==> config.mk <==
export PLATFORM = sky130hd
export DESIGN_NAME = hood_mode_ctrl
export DESIGN_NICKNAME = d
export VERILOG_FILES = /design/src/rtl/hood_pkg.sv /design/src/rtl/hood_mode_ctrl_sec_tick.sv /design/src/rtl/hood_mode_ctrl.sv
export SDC_FILE = /design/constraint.sdc
export NUM_CORES = 1
export LEC_CHECK = 0
export BUFFER_PORTS_ARGS = -buffer_cell sky130_fd_sc_hd__buf_2
export CORE_ASPECT_RATIO = 2
export CORE_MARGIN = 4
export CORE_UTILIZATION = 59
export DETAILED_ROUTE_END_ITERATION = 16
export PLACE_DENSITY = 0.8
export SYNTH_ARGS = -nofsm -noshare
export SYNTH_HDL_FRONTEND = slang
export SYNTH_SLANG_ARGS = --single-unit
export TNS_END_PERCENT = 1
==> constraint.sdc <==
create_clock -name clk -period 3.6 [get_ports clk]
set_input_delay 0.54 -clock clk [delete_from_list [all_inputs] [get_ports clk]]
set_output_delay 0.54 -clock clk [all_outputs]
set_load 0.01 [all_outputs]
==> src/rtl/hood_pkg.sv <==
// Shared range-hood definitions: panel mode encoding used by the mode controller,
// display and smoke-sensor blocks.
package hood_pkg;

  localparam int unsigned MODE_W = 3;

  localparam logic [MODE_W-1:0] MODE_OFF       = 3'd0;
  localparam logic [MODE_W-1:0] MODE_STANDBY   = 3'd1;
  localparam logic [MODE_W-1:0] MODE_RUN       = 3'd2;
  localparam logic [MODE_W-1:0] MODE_BOOST     = 3'd3;
  localparam logic [MODE_W-1:0] MODE_CLEAN     = 3'd4;
  localparam logic [MODE_W-1:0] MODE_VIEW_CUM  = 3'd5;
  localparam logic [MODE_W-1:0] MODE_VIEW_GEST = 3'd6;

  function automatic logic is_countdown(input logic [MODE_W-1:0] m);
    return (m == MODE_BOOST) || (m == MODE_CLEAN);
  endfunction

endpackage

==> src/rtl/hood_mode_ctrl_sec_tick.sv <==
// Seconds timebase: free-running 0..CLK_HZ-1 cycle counter, tick on the last
// cycle of each second; clear restarts a full second.
module sec_tick #(
  parameter int unsigned CLK_HZ = 100_000_000
) (
  input  logic clk,
  input  logic rst,
  input  logic clear,
  output logic tick
);

  localparam int unsigned CW = (CLK_HZ > 1) ? $clog2(CLK_HZ) : 1;
  localparam logic [CW-1:0] LAST = CW'(CLK_HZ - 1);

  logic [CW-1:0] cnt_q, cnt_d;

  assign tick = (cnt_q == LAST);

  always_comb begin
    cnt_d = cnt_q + CW'(1);
    if (clear || tick) cnt_d = '0;
  end

  always_ff @(posedge clk or negedge rst) begin
    if (!rst) cnt_q <= '0;
    else      cnt_q <= cnt_d;
  end

endmodule

==> src/rtl/hood_mode_ctrl.sv <==
// Range-hood front-panel mode controller: button edge detection, mode FSM,
// boost / self-clean countdowns and LED decode.
module hood_mode_ctrl
  import hood_pkg::*;
#(
  parameter int unsigned CLK_HZ    = 100_000_000,
  parameter int unsigned N_SPEEDS  = 3,
  parameter int unsigned BOOST_SEC = 60,
  parameter int unsigned CLEAN_SEC = 180,
  localparam int unsigned SPW      = $clog2(N_SPEEDS + 1),
  localparam int unsigned LW       = N_SPEEDS + 2
) (
  input  logic                clk,
  input  logic                rst,
  input  logic                power_on,
  input  logic                menu_btn,
  input  logic [N_SPEEDS-1:0] speed_btn,
  input  logic                clean_btn,
  input  logic                view_cum_btn,
  input  logic                view_gest_btn,
  input  logic                boost_enable,
  output logic [MODE_W-1:0]   mode,
  output logic [SPW-1:0]      speed,
  output logic [LW-1:0]       led,
  output logic                menu_armed,
  output logic [15:0]         remaining_sec,
  output logic                done
);

  logic                menu_q, clean_q, cum_q, gest_q;
  logic [N_SPEEDS-1:0] spd_q;
  logic                menu_p, clean_p, cum_p, gest_p;
  logic [N_SPEEDS-1:0] spd_p;

  logic [MODE_W-1:0] mode_q, mode_d;
  logic [SPW-1:0]    speed_q, speed_d;
  logic              armed_q, armed_d;
  logic [15:0]       rem_q, rem_d;
  logic              done_q, done_d;
  logic              ret_q, ret_d;

  logic tick, tick_clear;
  logic hit, ret_now, leave;

  assign menu_p  = menu_btn & ~menu_q;
  assign spd_p   = speed_btn & ~spd_q;
  assign clean_p = clean_btn & ~clean_q;
  assign cum_p   = view_cum_btn & ~cum_q;
  assign gest_p  = view_gest_btn & ~gest_q;

  // Restart the second counter on the edge that enters a countdown.
  assign tick_clear = is_countdown(mode_d) && !is_countdown(mode_q);

  sec_tick #(.CLK_HZ(CLK_HZ)) u_sec_tick (
    .clk   (clk),
    .rst   (rst),
    .clear (tick_clear),
    .tick  (tick)
  );

  always_comb begin
    mode_d  = mode_q;
    speed_d = speed_q;
    armed_d = armed_q;
    rem_d   = rem_q;
    ret_d   = ret_q;
    done_d  = 1'b0;
    hit     = 1'b0;
    ret_now = 1'b0;
    leave   = 1'b0;

    if (!power_on) begin
      mode_d  = MODE_OFF;
      speed_d = '0;
      armed_d = 1'b0;
      rem_d   = '0;
      ret_d   = 1'b0;
    end else begin
      case (mode_q)
        MODE_OFF: mode_d = MODE_STANDBY;

        MODE_STANDBY: begin
          if (armed_q) begin
            for (int unsigned k = 0; k < N_SPEEDS; k++) begin
              if (!hit && spd_p[k] && (k < N_SPEEDS - 1 || boost_enable)) begin
                hit     = 1'b1;
                speed_d = SPW'(k + 1);
                mode_d  = (k == N_SPEEDS - 1) ? MODE_BOOST : MODE_RUN;
              end
            end
            if (!hit && clean_p) begin hit = 1'b1; mode_d = MODE_CLEAN;     end
            if (!hit && cum_p)   begin hit = 1'b1; mode_d = MODE_VIEW_CUM;  end
            if (!hit && gest_p)  begin hit = 1'b1; mode_d = MODE_VIEW_GEST; end
          end
          armed_d = hit ? 1'b0 : (armed_q ^ menu_p);
          if (mode_d == MODE_BOOST) begin
            rem_d = 16'(BOOST_SEC);
            ret_d = 1'b0;
          end
          if (mode_d == MODE_CLEAN) rem_d = 16'(CLEAN_SEC);
        end

        MODE_RUN: begin
          if (menu_p) begin
            mode_d  = MODE_STANDBY;
            speed_d = '0;
          end else begin
            for (int unsigned k = 0; k + 1 < N_SPEEDS; k++) begin
              if (!hit && spd_p[k] && SPW'(k + 1) != speed_q) begin
                hit     = 1'b1;
                speed_d = SPW'(k + 1);
              end
            end
          end
        end

        MODE_BOOST: begin
          // A menu press on the exit cycle still selects the return-to-run path.
          ret_now = ret_q | menu_p;
          ret_d   = ret_now;
          if (!boost_enable) begin
            leave = 1'b1;
          end else if (tick) begin
            if (rem_q == 16'd1) begin
              leave  = 1'b1;
              done_d = 1'b1;
            end else begin
              rem_d = rem_q - 16'd1;
            end
          end
          if (leave) begin
            rem_d = '0;
            ret_d = 1'b0;
            if (ret_now && N_SPEEDS > 1) begin
              mode_d  = MODE_RUN;
              speed_d = SPW'(N_SPEEDS - 1);
            end else begin
              mode_d  = MODE_STANDBY;
              speed_d = '0;
            end
          end
        end

        MODE_CLEAN: begin
          if (tick) begin
            if (rem_q == 16'd1) begin
              rem_d  = '0;
              done_d = 1'b1;
              mode_d = MODE_STANDBY;
            end else begin
              rem_d = rem_q - 16'd1;
            end
          end
        end

        MODE_VIEW_CUM, MODE_VIEW_GEST: begin
          if (menu_p) mode_d = MODE_STANDBY;
        end

        default: begin
          mode_d  = MODE_OFF;
          speed_d = '0;
          armed_d = 1'b0;
          rem_d   = '0;
          ret_d   = 1'b0;
        end
      endcase
    end
  end

  always_ff @(posedge clk or negedge rst) begin
    if (!rst) begin
      menu_q  <= 1'b0;
      spd_q   <= '0;
      clean_q <= 1'b0;
      cum_q   <= 1'b0;
      gest_q  <= 1'b0;
      mode_q  <= MODE_OFF;
      speed_q <= '0;
      armed_q <= 1'b0;
      rem_q   <= '0;
      done_q  <= 1'b0;
      ret_q   <= 1'b0;
    end else begin
      menu_q  <= menu_btn;
      spd_q   <= speed_btn;
      clean_q <= clean_btn;
      cum_q   <= view_cum_btn;
      gest_q  <= view_gest_btn;
      mode_q  <= mode_d;
      speed_q <= speed_d;
      armed_q <= armed_d;
      rem_q   <= rem_d;
      done_q  <= done_d;
      ret_q   <= ret_d;
    end
  end

  always_comb begin
    led = '0;
    case (mode_q)
      MODE_STANDBY:         led = LW'(1);
      MODE_RUN, MODE_BOOST: led = LW'(1) << speed_q;
      MODE_CLEAN:           led = LW'(1) << (N_SPEEDS + 1);
      default:              led = '0;
    endcase
  end

  assign mode          = mode_q;
  assign speed         = speed_q;
  assign menu_armed    = armed_q;
  assign remaining_sec = rem_q;
  assign done          = done_q;

endmodule

==> impl_metrics.ini, run 1 <==
[yosys]
synth_area_leaders = dfrtp_1 43%, nor2_1 6.2%, o21ai_0 4.0%, nand2_1 3.5%, xnor2_1 3.4%
synth_top_area_share_pct = 42.85
syn_avg_cell_area_sq_um = 8.685
synthCells = 390
synth.top_cells.by_count = 58 x dfrtp_1, 56 x nor2_1, 32 x nand2_1
yosysMostFrequentCell = dfrtp_1
synth_seq_cells = 58
synth_area_sq_um = 3387
ys_async_sr_fraction_pct = 100.0
synth_edf_count = 0
yosysWarnings = 0
syn-num-nets = 404
synth.distinct_cells = 53
seq_area_frac_synth_pct = 42.85
synth.largest_area_cell = dfrtp_1
yosys_most_used_dff = dfrtp_1

[sta]
fmax_mhz = 308.0
relSlewSlack_pct = 27.53
finalCriticalPeriod_ns = 3.247
rsz0062_at_grt = false
final_max_slew_viol_count = 0
fin_skew_ns = 0.01201
worst_slack_ns = 0.3534
hold_viol_final = 0
fin_crit_sh_pct = 90.18
tightestPinTransition_ns = 1.087
setup_viol = 0
setup_tns_ns = 0

[setup_path]
path_buf_inv = 1
setup.worst_path.start_class = register
path_cells = or3_1, or4_1, or4_1, nor2_1, nor3_1, o31ai_4, buf_4, nor3_2
critPathMaxFanout = 18
cp.required_ns = 3.82
worst_path_largest_cell_delay_ns = 0.77
slowest_stage = o31ai_4
startpoint = remaining_sec[10]
reg2reg_depth = 8
cp-end-kind = register
cp_top_family = simple AND/OR/NAND/NOR gates
path_depth = 8
worst_r2r_endpoint = u_sec_tick.cnt_q[15]
r2r_slack_ns = 0.35
path_class = reg2reg
endpoint = u_sec_tick.cnt_q[15]
cp_data_arrival_time_ns = 3.47
critPathMostFrequentCell = or4_1
worstReg2RegStart = remaining_sec[10]

[place]
place_hpwl_um = 6395
dp_slack_ns = 0.3568
placed_area_sq_um = 3667
io_buffers = 38
gp_congestion = 0.8979

[grt]
grt_overflow = 0
grt_pass1_wl_um = 14510
grt_pass1_vias = 3289
grt_usage_pct = 27.43
grt_max_degree = 50
antenna_found_initial = 0

[floorplan]
boundaryPins = 39
die-area_sq_um = 7090
core_sq_um = 5515
fp.dieH_um = 115.2
rows = 38
start_util_pct = 61.41
dieWidth_um = 61.58

[flow_run]
maxCapViolCount = 0

[clock_network]
clock_latency_ns = 0.35
ctsResizeCount = 0
root_buffer = clkbuf_8
clk_pin_slew_worst_paths_ns = 0.07
cts_tree = built
post_cts_buffers = 0
ctsHtreeMaxLevel = 3
cts_buffers = 9
ctsHoldBuffers = 0
clock_path_buffers = 2
cts_num_sinks = 58

[cells_and_area]
drive_above_1_share_pct = 18.91
stdcell_area_sq_um = 3869
fill_cells = 468
areaGrowthSynthToFinish_pct = 14.22
final_nets = 448
antenna_cells = 0

[drt]
wl_per_cell_um = 17.36
vias = 3090
dr.pass1.iters = 7
drc = 0
drt_wl_total_um = 8663
drt-initial-drc-count = 206
final_antenna_net_count = 0
avgViaCountPerCell = 6.192

[pwr]
p_sw_w = 0.0006604
comb_power_share_pct = 21.2
p_seq_share_pct = 47.1
p_leak_nw = 1.761
clockPowerShare_pct = 31.6
swShare_pct = 33.81
power_density_nw_per_um2 = 504.8
total_power_w = 0.001953
vdd.ir_drop.worst_v = 0.0003808
cellInternalPower_w = 0.001293

[status]
status = completed

[worst_hold_path]
hold_depth = 1
worstHoldStart = view_cum_btn
hold_path.class = in2reg
[per-layer routing]
metal	share of wire (%)	global-route usage [%]
met5	0	0
met4	4.7	18.41
met3	4.3	5.281
met2	56	47.59
met1	35	27.97
[kinds of logic after synthesis]
family          synth area share, %
xor+xnor                      6.465
simple gates                  29.70
buf+inv                       3.472
flops                         42.85
compound gates                16.11
fa+ha+maj                     1.108
mux                          0.2955
[through the flow]
step	hold slack [ns]	util, %	cells
after floorplan	0.2444	-	390
after global placement	0.4864	66.49	483
after detailed placement	0.4907	66.49	483
after CTS	0.2995	70.15	499
after global routing	0.2989	70.15	499
final	0.3132	70.15	499
[power by group through the flow]
stage	clock network, W	registers (W)	logic (W)
floorplan	0	0.000899	0.000304
global placement	0	0.000920	0.000395
detailed placement	0	0.000929	0.000410
CTS	0.000627	0.000919	0.000415
global route	0.000658	0.000941	0.000470
finish	0.000618	0.000921	0.000415
[layout by cell type (no fill, tap or decap), types with 8 or more instances in the layout]
cell and n:
a21oi_1 18, and3_1 8, buf_2 38, buf_4 12, clkbuf_8 9, dfrtp_1 58, inv_1 10, nand2_1 32
nand2b_1 12, nand3_1 11, nand4_1 9, nor2_1 56, nor2b_1 9, nor3_1 19, nor3_2 10, o21ai_0 26
xnor2_1 13, xor2_1 12
[registers in the layout (all words and copies together), names as in the netlist, 2 cells and up]
register,cells
mode,3
remaining_sec,16
spd_q,3
u_sec_tick.cnt_q,27
speed,2
[how the worst min path moves through the flow]
stage | end | slack [ns]
2_1_floorplan | clean_q | 0.24
3_3_place_gp | u_sec_tick.cnt_q[0] | 0.49
3_5_place_dp | u_sec_tick.cnt_q[0] | 0.49
4_1_cts | cum_q | 0.30
5_1_grt | cum_q | 0.30
6_report | cum_q | 0.31
[final cells by class]
cell class / count / area [sq um] / area share [%]
flip-flops and latches: 58 / 1451 / 37.52
inverters: 10 / 37.54 / 0.9702
repair buffers: 50 / 280.3 / 7.245
well taps: 60 / 75.07 / 1.940
multi-input cells: 305 / 1823 / 47.12
clock inverters: 7 / 77.57 / 2.005
clock buffers: 9 / 123.9 / 3.202
Note: power is estimated with default switching activity, not from simulation.
==> run 2, diff against run 1 <==
==> constraint.sdc (replaced) <==
create_clock -name clk -period 3.1 [get_ports clk]
set_input_delay 0.465 -clock clk [delete_from_list [all_inputs] [get_ports clk]]
set_output_delay 0.465 -clock clk [all_outputs]
set_load 0.01 [all_outputs]
==> impl_metrics.ini, run 2 (synthesized netlist as in run 1, its figures left out) <==
[floorplan]
fp.dieH_um = 115.2
start_util_pct = 61.41
dieWidth_um = 61.58
die-area_sq_um = 7090
core_sq_um = 5515
rows = 38
boundaryPins = 39

[sta]
setup_viol = 0
final_max_slew_viol_count = 0
rsz0062_at_grt = false
setup_tns_ns = 0
fin_skew_ns = 0.009818
worst_slack_ns = 0.1680
fmax_mhz = 341.1
fin_crit_sh_pct = 94.58
hold_viol_final = 0
finalCriticalPeriod_ns = 2.932
tightestPinTransition_ns = 0.6483
relSlewSlack_pct = 56.78

[cells_and_area]
final_nets = 452
antenna_cells = 0
drive_above_1_share_pct = 19.64
multi_input_area_sq_um = 1828
register_area_sq_um = 1451
layout_commonest_cell = dfrtp_1
mostFrequentLayoutCells = 58 x dfrtp_1, 56 x nor2_1, 38 x buf_2, 32 x nand2_1, 26 x o21ai_0
fin_util_pct = 71.51
fill_cells = 451
largest_register = u_sec_tick.cnt_q
largest_reg_flops = 27
areaGrowthSynthToFinish_pct = 16.44
instances_no_fill = 503

[setup_path]
reg2reg_depth = 8
cp-end-kind = register
cp_top_family = simple AND/OR/NAND/NOR gates
critPathMaxFanout = 15
cp_data_arrival_time_ns = 3.15
path_class = reg2reg
path_cells = or3_1, or4_1, or4_1, nor2_1, nor3_1, o31ai_4, buf_12, nor3_1
path_depth = 8
setup.worst_path.start_class = register
cp.required_ns = 3.31
startpoint = remaining_sec[11]
r2r_slack_ns = 0.17
path_buf_inv = 1
worst_path_largest_cell_delay_ns = 0.57
slowest_stage = o31ai_4
worstReg2RegStart = remaining_sec[11]

[clock_network]
post_cts_buffers = 0
cts_num_sinks = 58
cts_tree = built
ctsHtreeMaxLevel = 3
clk_pin_slew_worst_paths_ns = 0.06
root_buffer = clkbuf_8
cts_buffers = 9
clock_path_buffers = 2
clock_latency_ns = 0.34

[drt]
avgViaCountPerCell = 6.258
wl_per_cell_um = 17.08
final_antenna_net_count = 0
dr.pass1.iters = 5
vias = 3148
drc = 0
drt_wl_total_um = 8589
drt-initial-drc-count = 244

[grt]
grt_pass1_vias = 3188
grt_usage_pct = 27.05
grt_max_degree = 27
antenna_found_initial = 0
grt_pass1_wl_um = 14370
grt_overflow = 0

[pwr]
vdd.ir_drop.worst_v = 0.0005347
total_power_w = 0.002338
p_leak_nw = 1.803
power_density_nw_per_um2 = 592.9

[place]
place_hpwl_um = 6467
dp_slack_ns = 0.08330
gp_congestion = 0.9016
io_buffers = 38
dpl.cell_count = 487

[worst_hold_path]
hold_path.class = in2async

[status]
status = completed

[flow_run]
maxCapViolCount = 0
-- run 2: area by class of cell --
class	count	share of cell area (%)
Multi-Input combinational cell	305	46.35
Sequential cell	58	36.80
Timing Repair Buffer	54	8.185
Clock buffer	12	3.934
Tap cell	60	1.904
Clock inverter	4	1.872
Inverter	10	0.9518
-- run 2: where the power goes --
| group | switching [W] | leakage [nW] | internal, W |
|---|---|---|---|
| registers | 0.000156 | 0.742 | 0.000910 |
| clock network | 0.000294 | 0.117 | 0.000497 |
| logic | 0.000266 | 0.944 | 0.000216 |
-- run 2: worst paths after layout --
kind	endpoint
hold reg to reg	u_sec_tick.cnt_q[0]
hold / removal	u_sec_tick.cnt_q[8]
max in group asynchronous	ret_q
setup reg to reg	u_sec_tick.cnt_q[26]
setup / recovery	u_sec_tick.cnt_q[26]
min in group clk	gest_q
-- run 2: what timing repair did --
action	4_1_cts	5_1_grt
endpoints found under the setup margin	0	15
hold buffers	0	0
endpoints found under the hold margin	0	0
resized for setup	0	1
-- run 2: per-stage QoR --
| step | area, sq um | hold WS [ns] |
|---|---|---|
| 3_5_place_dp | 3710 | 0.4836 |
| 2_1_floorplan | 3387 | 0.1694 |
| 6_report | 3944 | 0.1109 |
| 4_1_cts | 3939 | 0.1115 |
| 5_1_grt | 3944 | 0.1378 |
| 3_3_place_gp | 3710 | 0.4812 |
-- run 2: worst reg2reg max path: stages (launching register included) --
cell     delay [ns]
dfrtp_1        0.40
or3_1          0.37
or4_1          0.46
or4_1          0.48
nor2_1         0.14
nor3_1         0.10
o31ai_4        0.57
buf_12         0.24
nor3_1         0.06
-- run 2: layer usage --
| layer | global-route usage [%] | part of all wire (%) | wire length (um) |
|---|---|---|---|
| met1 | 27.07 | 35 | 2993 |
| met3 | 5.169 | 4.4 | 378 |
| met4 | 16.15 | 4.3 | 371 |
| met5 | 0 | 0 | 0 |
| met2 | 48.43 | 56 | 4845 |
==> run 3, diff against run 2 <==
--- a/config.mk
+++ b/config.mk
@@ -8,9 +8,9 @@
 export BUFFER_PORTS_ARGS = -buffer_cell sky130_fd_sc_hd__buf_2
 export CORE_ASPECT_RATIO = 2
 export CORE_MARGIN = 4
-export CORE_UTILIZATION = 59
+export CORE_UTILIZATION = 53
 export DETAILED_ROUTE_END_ITERATION = 16
-export PLACE_DENSITY = 0.8
+export PLACE_DENSITY = 0.76
 export SYNTH_ARGS = -nofsm -noshare
 export SYNTH_HDL_FRONTEND = slang
 export SYNTH_SLANG_ARGS = --single-unit
==> constraint.sdc (replaced) <==
create_clock -name clk -period 2.6 [get_ports clk]
set_input_delay 0.39 -clock clk [delete_from_list [all_inputs] [get_ports clk]]
set_output_delay 0.39 -clock clk [all_outputs]
set_load 0.01 [all_outputs]
==> impl_metrics.ini, run 3 (synthesized netlist as in run 1, its figures left out) <==
[setup_path]
worstReg2RegStart = remaining_sec[11]
cp-end-kind = register
critPathMaxFanout = 7
r2r_slack_ns = -0.15
worst_r2r_endpoint = u_sec_tick.cnt_q[22]
worst_path_largest_cell_delay_ns = 0.49
path_class = reg2reg
setup.worst_path.start_class = register
endpoint = u_sec_tick.cnt_q[22]
reg2reg_depth = 8
startpoint = remaining_sec[11]
critPathMostFrequentCell = or4_4
path_cells = or3_4, or4_4, or4_4, nor2_4, nor3_4, o31ai_4, clkbuf_16, nor3_2
cp.required_ns = 2.80
slowest_stage = or4_4
cp_data_arrival_time_ns = 2.96

[grt]
antenna_found_initial = 0
grt_overflow = 0
grt_max_degree = 33
grt_usage_pct = 25.27
grt_pass1_vias = 3317
grt_pass1_wl_um = 15200

[sta]
rsz0062_at_grt = true
fin_crit_sh_pct = 105.8
relSlewSlack_pct = 39.26
worst_slack_ns = -0.1519
tightestPinTransition_ns = 0.8993
hold_viol_final = 0
fin_skew_ns = 0.005120
final_max_slew_viol_count = 0
hold_slack_ns = 0.07908
fmax_mhz = 363.4
finalCriticalPeriod_ns = 2.752
setup_viol = 28

[cells_and_area]
largest_reg_flops = 27
mostFrequentLayoutCells = 58 x dfrtp_1, 55 x nor2_1, 38 x buf_2, 34 x buf_4, 32 x nand2_1
largest_register = u_sec_tick.cnt_q
final_nets = 476
drive_above_1_share_pct = 25.91
areaGrowthSynthToFinish_pct = 27.74
antenna_cells = 0
layout_commonest_cell = dfrtp_1
instances_no_fill = 553

[place]
dpl.cell_count = 536
gp_congestion = 0.8876
place_hpwl_um = 6446
io_buffers = 38

[drt]
drc = 0
vias = 3188
final_antenna_net_count = 0
wl_per_cell_um = 16.54
drt-initial-drc-count = 166
drt_wl_total_um = 9147
dr.pass1.iters = 4
avgViaCountPerCell = 5.765

[clock_network]
clock_latency_ns = 0.33
root_buffer = clkbuf_16
clock_path_buffers = 2
clk_pin_slew_worst_paths_ns = 0.05
ctsHtreeMaxLevel = 3
cts_num_sinks = 58
cts_tree = built
cts_buffers = 9
ctsHoldBuffers = 0

[floorplan]
dieWidth_um = 64.53
core_sq_um = 6259
boundaryPins = 39
die-area_sq_um = 7811
fp.dieH_um = 121.1
rows = 41
start_util_pct = 54.12

[pwr]
power_density_nw_per_um2 = 719.5
p_leak_nw = 1.946
vdd.ir_drop.worst_v = 0.0004763
total_power_w = 0.003113

[flow_run]
maxCapViolCount = 0

[status]
status = finished with violations
violations = negative setup slack

[worst_hold_path]
hold_path.class = in2async
==> run 3: cell types whose count changed in the layout (fill, tap and decap cells not counted), moves of 2 or more <==
cell	previous run	this run
nor3_1	19	16
clkbuf_16	0	10
buf_6	0	3
buf_4	15	34
or4_4	0	2
or2_0	2	0
clkinv_2	1	3
or4_1	2	0
clkbuf_8	11	2
nor3_4	0	2
==> run 3: metrics by stage <==
step | worst slack, ns | area, sq um | TNS (ns) | utilization, %
final | -0.1519 | 4327 | -3.293 | 69.13
after global routing | -0.2228 | 4327 | -5.241 | 69.13
after CTS | -0.1038 | 4242 | -2.312 | 67.77
after detailed placement | -0.1201 | 3928 | -2.819 | 62.75
after global placement | -0.08520 | 3928 | -1.924 | 62.75
after floorplan | -0.1444 | 3387 | -2.325 | -
==> run 3: worst max-delay path, delay by kind of cell (launching register included) <==
family	cells	cell delay, ns
and+or+nand+nor	6	1.59
buffers and inverters	1	0.24
DFF	1	0.38
AOI/OAI and AO/OA	1	0.42
==> run 3: worst min path at each step <==
stage / to / from
2_1_floorplan: clean_q / rst
3_3_place_gp: u_sec_tick.cnt_q[10] / rst
3_5_place_dp: u_sec_tick.cnt_q[10] / rst
4_1_cts: u_sec_tick.cnt_q[10] / rst
5_1_grt: u_sec_tick.cnt_q[10] / rst
6_report: u_sec_tick.cnt_q[10] / rst
==> run 3: final cells by class <==
class	count	area, sq um
inverters	10	37.54
fillers	533	1932
clock inverters	5	52.55
repair buffers	78	544.3
well taps	86	107.6
clock buffers	11	252.7
flip-flops and latches	58	1451
multi-input cells	305	1881
==> run 3: metal layers <==
| layer | vias to the layer above | global-route usage [%] | share of wire, % |
|---|---|---|---|
| li1 | 1531 | - | - |
| met3 | 41 | 4.541 | 3.1 |
| met2 | 98 | 44.17 | 55 |
| met5 | - | 0 | 0 |
| met1 | 1518 | 26.97 | 36 |
| met4 | 0 | 17.09 | 5.4 |
==> run 3: repair_timing <==
| item | in CTS | in global routing |
|---|---|---|
| cloned | 0 | 2 |
| buffers inserted | 0 | 0 |
| endpoints found under the setup margin | 30 | 40 |
| pin swaps | 2 | 4 |
| gates resized for setup | 3 | 15 |
| hold endpoints to repair | 0 | 0 |
==> run 3: power breakdown <==
part	switching (W)	leakage (nW)	internal, W	total (W)
registers	0.000165	0.742	0.00109	0.00125
clock network	0.000396	0.151	0.000786	0.00118
logic	0.000355	1.05	0.000325	0.000679
total	0.000915	1.95	0.00220	0.00311
